**src/rtl/mem_wb_pipe_stage.sv**
```systemverilog
// rtl/mem_wb_pipe_stage.sv - MEM to WB pipeline stage with optional skid buffer, flush and forwarding tap
module mem_wb_pipe_stage #(
  parameter int DATA_W  = 8,
  parameter int RD_W    = 2,
  parameter int SEL_W   = 3,
  parameter int SKID_EN = 1
) (
  input  logic              clk,
  input  logic              rst,
  input  logic              flush,
  input  logic              in_valid,
  output logic              in_ready,
  input  logic              in_reg_write,
  input  logic [DATA_W-1:0] in_result,
  input  logic [RD_W-1:0]   in_rd,
  input  logic [SEL_W-1:0]  in_result_sel,
  output logic              out_valid,
  input  logic              out_ready,
  output logic              out_reg_write,
  output logic [DATA_W-1:0] out_result,
  output logic [RD_W-1:0]   out_rd,
  output logic [SEL_W-1:0]  out_result_sel,
  output logic              fwd_en,
  output logic [RD_W-1:0]   fwd_rd,
  output logic [DATA_W-1:0] fwd_data,
  output logic [1:0]        occupancy
);

  localparam int PW = 1 + DATA_W + RD_W + SEL_W;

  typedef enum logic [1:0] {
    EMPTY = 2'd0,
    ONE   = 2'd1,
    FULL  = 2'd2
  } state_t;

  state_t        st_q, st_d;
  logic [PW-1:0] h_q, h_d;
  logic [PW-1:0] s_q, s_d;
  logic [PW-1:0] in_pl;
  logic          in_fire;
  logic          out_fire;

  assign in_pl    = {in_reg_write, in_result, in_rd, in_result_sel};
  assign out_valid = (st_q != EMPTY);
  assign in_fire  = in_valid & in_ready;
  assign out_fire = out_valid & out_ready;

  // Cleared slots are forced to zero so idle outputs never show stale data.
  always_comb begin
    st_d = st_q;
    h_d  = h_q;
    s_d  = s_q;
    if (flush) begin
      st_d = EMPTY;
      h_d  = '0;
      s_d  = '0;
    end else begin
      case (st_q)
        EMPTY: begin
          if (in_fire) begin
            h_d  = in_pl;
            st_d = ONE;
          end
        end
        ONE: begin
          if (in_fire && (out_fire || SKID_EN == 0)) begin
            h_d = in_pl;
          end else if (in_fire) begin
            s_d  = in_pl;
            st_d = FULL;
          end else if (out_fire) begin
            h_d  = '0;
            st_d = EMPTY;
          end
        end
        FULL: begin
          if (out_ready) begin
            h_d  = s_q;
            s_d  = '0;
            st_d = ONE;
          end
        end
        default: begin
          st_d = EMPTY;
          h_d  = '0;
          s_d  = '0;
        end
      endcase
    end
  end

  always_ff @(posedge clk) begin
    if (rst) begin
      st_q <= EMPTY;
      h_q  <= '0;
    end else begin
      st_q <= st_d;
      h_q  <= h_d;
    end
  end

  generate
    if (SKID_EN != 0) begin : g_skid
      logic rdy_q;
      // Ready is registered from the next state so out_ready never reaches in_ready combinationally.
      always_ff @(posedge clk) begin
        if (rst) begin
          s_q   <= '0;
          rdy_q <= 1'b1;
        end else begin
          s_q   <= s_d;
          rdy_q <= (st_d != FULL);
        end
      end
      assign in_ready = rdy_q;
    end else begin : g_noskid
      assign s_q      = '0;
      assign in_ready = (st_q == EMPTY) | out_ready;
    end
  endgenerate

  assign {out_reg_write, out_result, out_rd, out_result_sel} = h_q;

  assign fwd_en    = out_valid & out_reg_write;
  assign fwd_rd    = out_rd;
  assign fwd_data  = out_result;
  assign occupancy = {st_q == FULL, st_q == ONE};

endmodule

```
**config.mk**
```make
export PLATFORM = sky130hd
export DESIGN_NAME = mem_wb_pipe_stage
export DESIGN_NICKNAME = d
export VERILOG_FILES = /design/src/rtl/mem_wb_pipe_stage.sv
export SDC_FILE = /design/constraint.sdc
export NUM_CORES = 1
export LEC_CHECK = 0
export ABC_AREA = 1
export CORE_MARGIN = 1
export CORE_UTILIZATION = 50
export DETAILED_ROUTE_END_ITERATION = 10
export PLACE_DENSITY = 0.89
export SKIP_LAST_GASP = 1
export SLEW_MARGIN = 20
export SYNTH_ARGS = -nofsm -noshare
export SYNTH_HDL_FRONTEND = slang
export SYNTH_SLANG_ARGS = --single-unit
```
**constraint.sdc**
```tcl
create_clock -name clk -period 3.77 [get_ports clk]
set_clock_uncertainty 0.05 [all_clocks]
set_input_delay 1.131 -clock clk [delete_from_list [all_inputs] [get_ports clk]]
set_output_delay 1.131 -clock clk [all_outputs]
set_load 0.03 [all_outputs]
```
# After elaboration in Yosys (flattened, before gate mapping)
# Cells that the tools add are included.
[totals] register_bits=31 latchBits=0 mem_bits_rw=0 mem_bits_ro=0 inputBits=19 output_inout_bits=29 elab_cells=39 memories=0
[op_classes] addsub=0 mul=0 n_div=0 magnitude_cmp=0 eq_ne=9 n_shift=0 mux=16 bitwise=4 n_reduce_logical=6
[op_table] operator="$mux W14" n=7
[op_table] operator="$pmux W14 S3" n=2
[op_table] operator="$mux W2" n=6
[op_table] operator="$ne A2 B2 Y1 const B" n=4
[op_table] operator="$reduce_and A4 Y1" n=2
[op_table] operator="$pmux W2 S3" n=1
[op_table] operator="$and A1 B1 Y1" n=3
[op_table] operator="$ne A3 B1 Y1 const B" n=1
[op_table] operator="$ne A3 B2 Y1 const B" n=1
[op_table] operator="$eq A2 B1 Y1 const B" n=1
[op_table] operator="$eq A2 B2 Y1 const B" n=1
[op_table] operator="$logic_not A2 Y1" n=1
[op_table] operator="$ne A2 B1 Y1 const B" n=1
[op_table] operator="$reduce_bool A2 Y1" n=1
[op_table] operator="$reduce_or A2 Y1" n=1
[op_table] operator="$logic_and A1 B1 Y1" n=1
[op_table] operator="$not A1 Y1" n=1

# Depth between registers and ports, before layout
[depth] word_depth=8 depth_mapped=9 ltp_nobuf=7

# Least setup slack after synthesis
# Ideal clock, no wire load.
[synth_timing] kind="register to output" start="register h_q[13]" end="output fwd_en" arrival_time_ns=0.994 t_required_ns=2.589 setup_slack_ns=1.595 stages_incl_launch_ff=3 path_cell_list="dfxtp_1 inv_1 nor2_1"
[synth_via] elab_chain_cells=1
[synth_rtl] item="start, declared" line_no="38" rtl="logic [PW-1:0] h_q, h_d;"
[synth_rtl] item="start signal, assigned" line_no="96" rtl="h_q <= '0;"
[synth_rtl] item="start signal, assigned" line_no="99" rtl="h_q <= h_d;"
[synth_rtl] item="$and A1 B1 Y1" line_no="125" rtl="assign fwd_en = out_valid & out_reg_write;"
[synth_rtl] item="end, declared" line_no="23" rtl="output logic fwd_en,"
# Every way passes these cells.

# Worst setup path in the final report
[layout_timing] start="register st_q[0]" end="output occupancy[0]"
[layout_via] elab_chain_cells=1
[layout_rtl] item="start, declared" line_no="37" rtl="state_t st_q, st_d;"
[layout_rtl] item="start signal, assigned" line_no="98" rtl="st_q <= st_d;"
[layout_rtl] item="$eq A2 B1 Y1" line_no="128" rtl="assign occupancy = {st_q == FULL, st_q == ONE};"
[layout_rtl] item="end, declared" line_no="26" rtl="output logic [1:0] occupancy"
# Every way passes these cells.

==> flow_summary.yaml <==
run_status:
  status: "finished, final reports clean"
floorplanning:
  die_x_um: 60.0
  ios: 48
  dieArea_um2: 3600
  die_h_um: 60.0
  core_um2: 3130
  row_count: 20
  start_util: 0.537
timing:
  fin_ws_ps: 450
  hold_violations: 0
  slew_viol_final: 0
  setup_viol: 0
  finalCritPeriodShare: 0.881
  maxSlewHeadroom: 0.660
  worst_pin_slew_ps: 510
  max_freq_mhz: 301
  rsz0062_at_grt: "false"
  period_minus_slack_ps: 3320
  tns_ps: 0
clock_tree:
  path_clk_slew_ps: 90
  cts_setup_buffers: 0
  cts_sinks: 31
  cts-root-buf: "clkbuf_4"
  numCtsBuffers: 5
  cts_resized: 0
  ctsHoldBuffers: 0
  htreeDepth: 2
  clk_latency_ps: 340
  clk_path_buf_depth: 2
  cts_tree: "done"
critical_path:
  critPathMaxFanout: 11
  cp.arrival_ps: 2140
  crit_family: "buffers and inverters"
  reg2reg_slack_ps: 2130
  crit_path_start_kind: "register"
  cpMaxStageDelayCell: "clkdlybuf4s50_1"
  crit_chain: "nand2_2 -> inv_1 -> clkdlybuf4s50_1"
  worstSetupEndpointType: "output pin"
  path_class: "register to output pin"
  worstPathRequired_ps: 2590
  crit_buf_inv: 2
  slowest_delay_ps: 690
finish:
  antenna_cells: 0
  layout.cells.most_common: "nand2_1"
  layout.nets: 312
  area_growth_pct: 25.4
  drive_gt1_frac: 0.0782
  layout_common_cells: "nand2_1, clkdlybuf4s50_1, nor2_1"
  fin_area_um2: 2110
logic_synthesis:
  netlist_area_um2: 1680
  synth-seq-cells: 31
  ys_warn_count: 0
  synthCells: 257
  syn-num-nets: 276
  syn_area_per_cell_um2: 6.54
  ys_seq_area_frac: 0.369
  synth.distinct_cells: 24
routing:
  dr.pass1.iters: 4
  via_per_inst: 4.68
  drt-total-wl_um: 3500
  wire_per_inst_um: 10.4
  first_iter_violations: 61
  drtAntennaViolNets: 0
  drc: 0
  vias: 1581
worst_hold_path:
  hold_class: "register to register"
power_and_ir_drop:
  power_density_nw_per_um2: 310
  power_leakage_uw: 0.000954
  peakVddDrop_uv: 146
global_routing:
  antenna_found_initial: 0
  grt_overflow: 0
  grt_pass1_vias: 1343
  grt_pass1_wl_um: 5700
  grt_use_total: 0.222
  grt_max_degree: 19
placed_design:
  numPortBuffers: 47
  gp_congestion: 0.858
  pre_cts_slack_ps: 809
  dpl.hpwl_um: 2610
  placement.cell_area_um2: 2060
job:
  drv_cap: 0
[worst min-delay path, stage by stage, from the launching register on]
cell and delay (ps):
dfxtp_1 320, nand2_1 60, a21oi_1 50
[metal layers]
metal / up-vias / part of all wire / track usage
met3: 6 / 0.060 / 0.0455
li1: 846 / - / -
met2: 60 / 0.49 / 0.373
met1: 669 / 0.43 / 0.257
met5: - / 0 / 0
met4: 0 / 0.018 / 0.133
[report_power, final]
group / internal, uW / switching, uW / total [uW]
logic: 53.5 / 75.3 / 129
registers: 335 / 6.25 / 341
clock network: 72.5 / 110 / 183
total: 461 / 192 / 653
[flip-flops by register name, indices dropped and copies added (netlist names)]
name and flops:
h_q 14, in_ready 1, s_q 14, st_q 2
[stage by stage]
step / power, uW / cells / hold slack [ps] / util
final: 653 / 338 / 417 / 0.674
after global routing: 687 / 338 / 435 / 0.674
after CTS: 658 / 338 / 419 / 0.674
after detailed placement: 477 / 330 / 405 / 0.658
after global placement: 475 / 330 / 403 / 0.658
after floorplan: 435 / 257 / 394 / -
[final timing paths]
kind / start / cells after the start / to
min reg2reg: h_q[2] / 2 / h_q[2]
max: st_q[0] / 3 / occupancy[0]
max reg2reg: st_q[1] / 7 / s_q[13]
min: h_q[2] / 2 / h_q[2]
[cells in the mapped netlist]
cell type	count	area [um^2]
nand2_4	2	22.5
nor2_8	1	20.0
a21oi_1	22	110
inv_2	1	3.75
and3_1	1	6.26
nor2_1	37	139
clkinv_1	1	3.75
nand3_2	1	10.0
buf_2	2	10.0
nand2_2	3	18.8
inv_4	2	12.5
buf_6	6	67.6
nor2_2	2	12.5
nand3_1	7	35.0
clkinv_2	1	5.00
buf_4	11	82.6
o21ai_0	11	55.1
inv_1	24	90.1
nor3_1	1	5.00
dfxtp_1	31	621
nand2_1	87	327
o21ai_2	1	8.76
clkbuf_1	1	3.75
nor2_4	1	11.3
[cells by family (layout without fill, tap and decap cells)]
group	after synthesis	count (layout)	share of synthesized area
buffers and inverters	49	86	0.166
and+or+nand+nor	143	143	0.361
AOI/OAI and AO/OA	34	34	0.104
DFF	31	31	0.369
[cell type report]
type	count	area [um^2]
clock buffer	7	45.0
clock inverter	1	5.00
fill	285	1020
inverter	29	115
multi-input combinational	177	781
sequential	31	621
tap	44	55.1
timing repair buffer	49	485
Power figures use the tool's default switching activity.
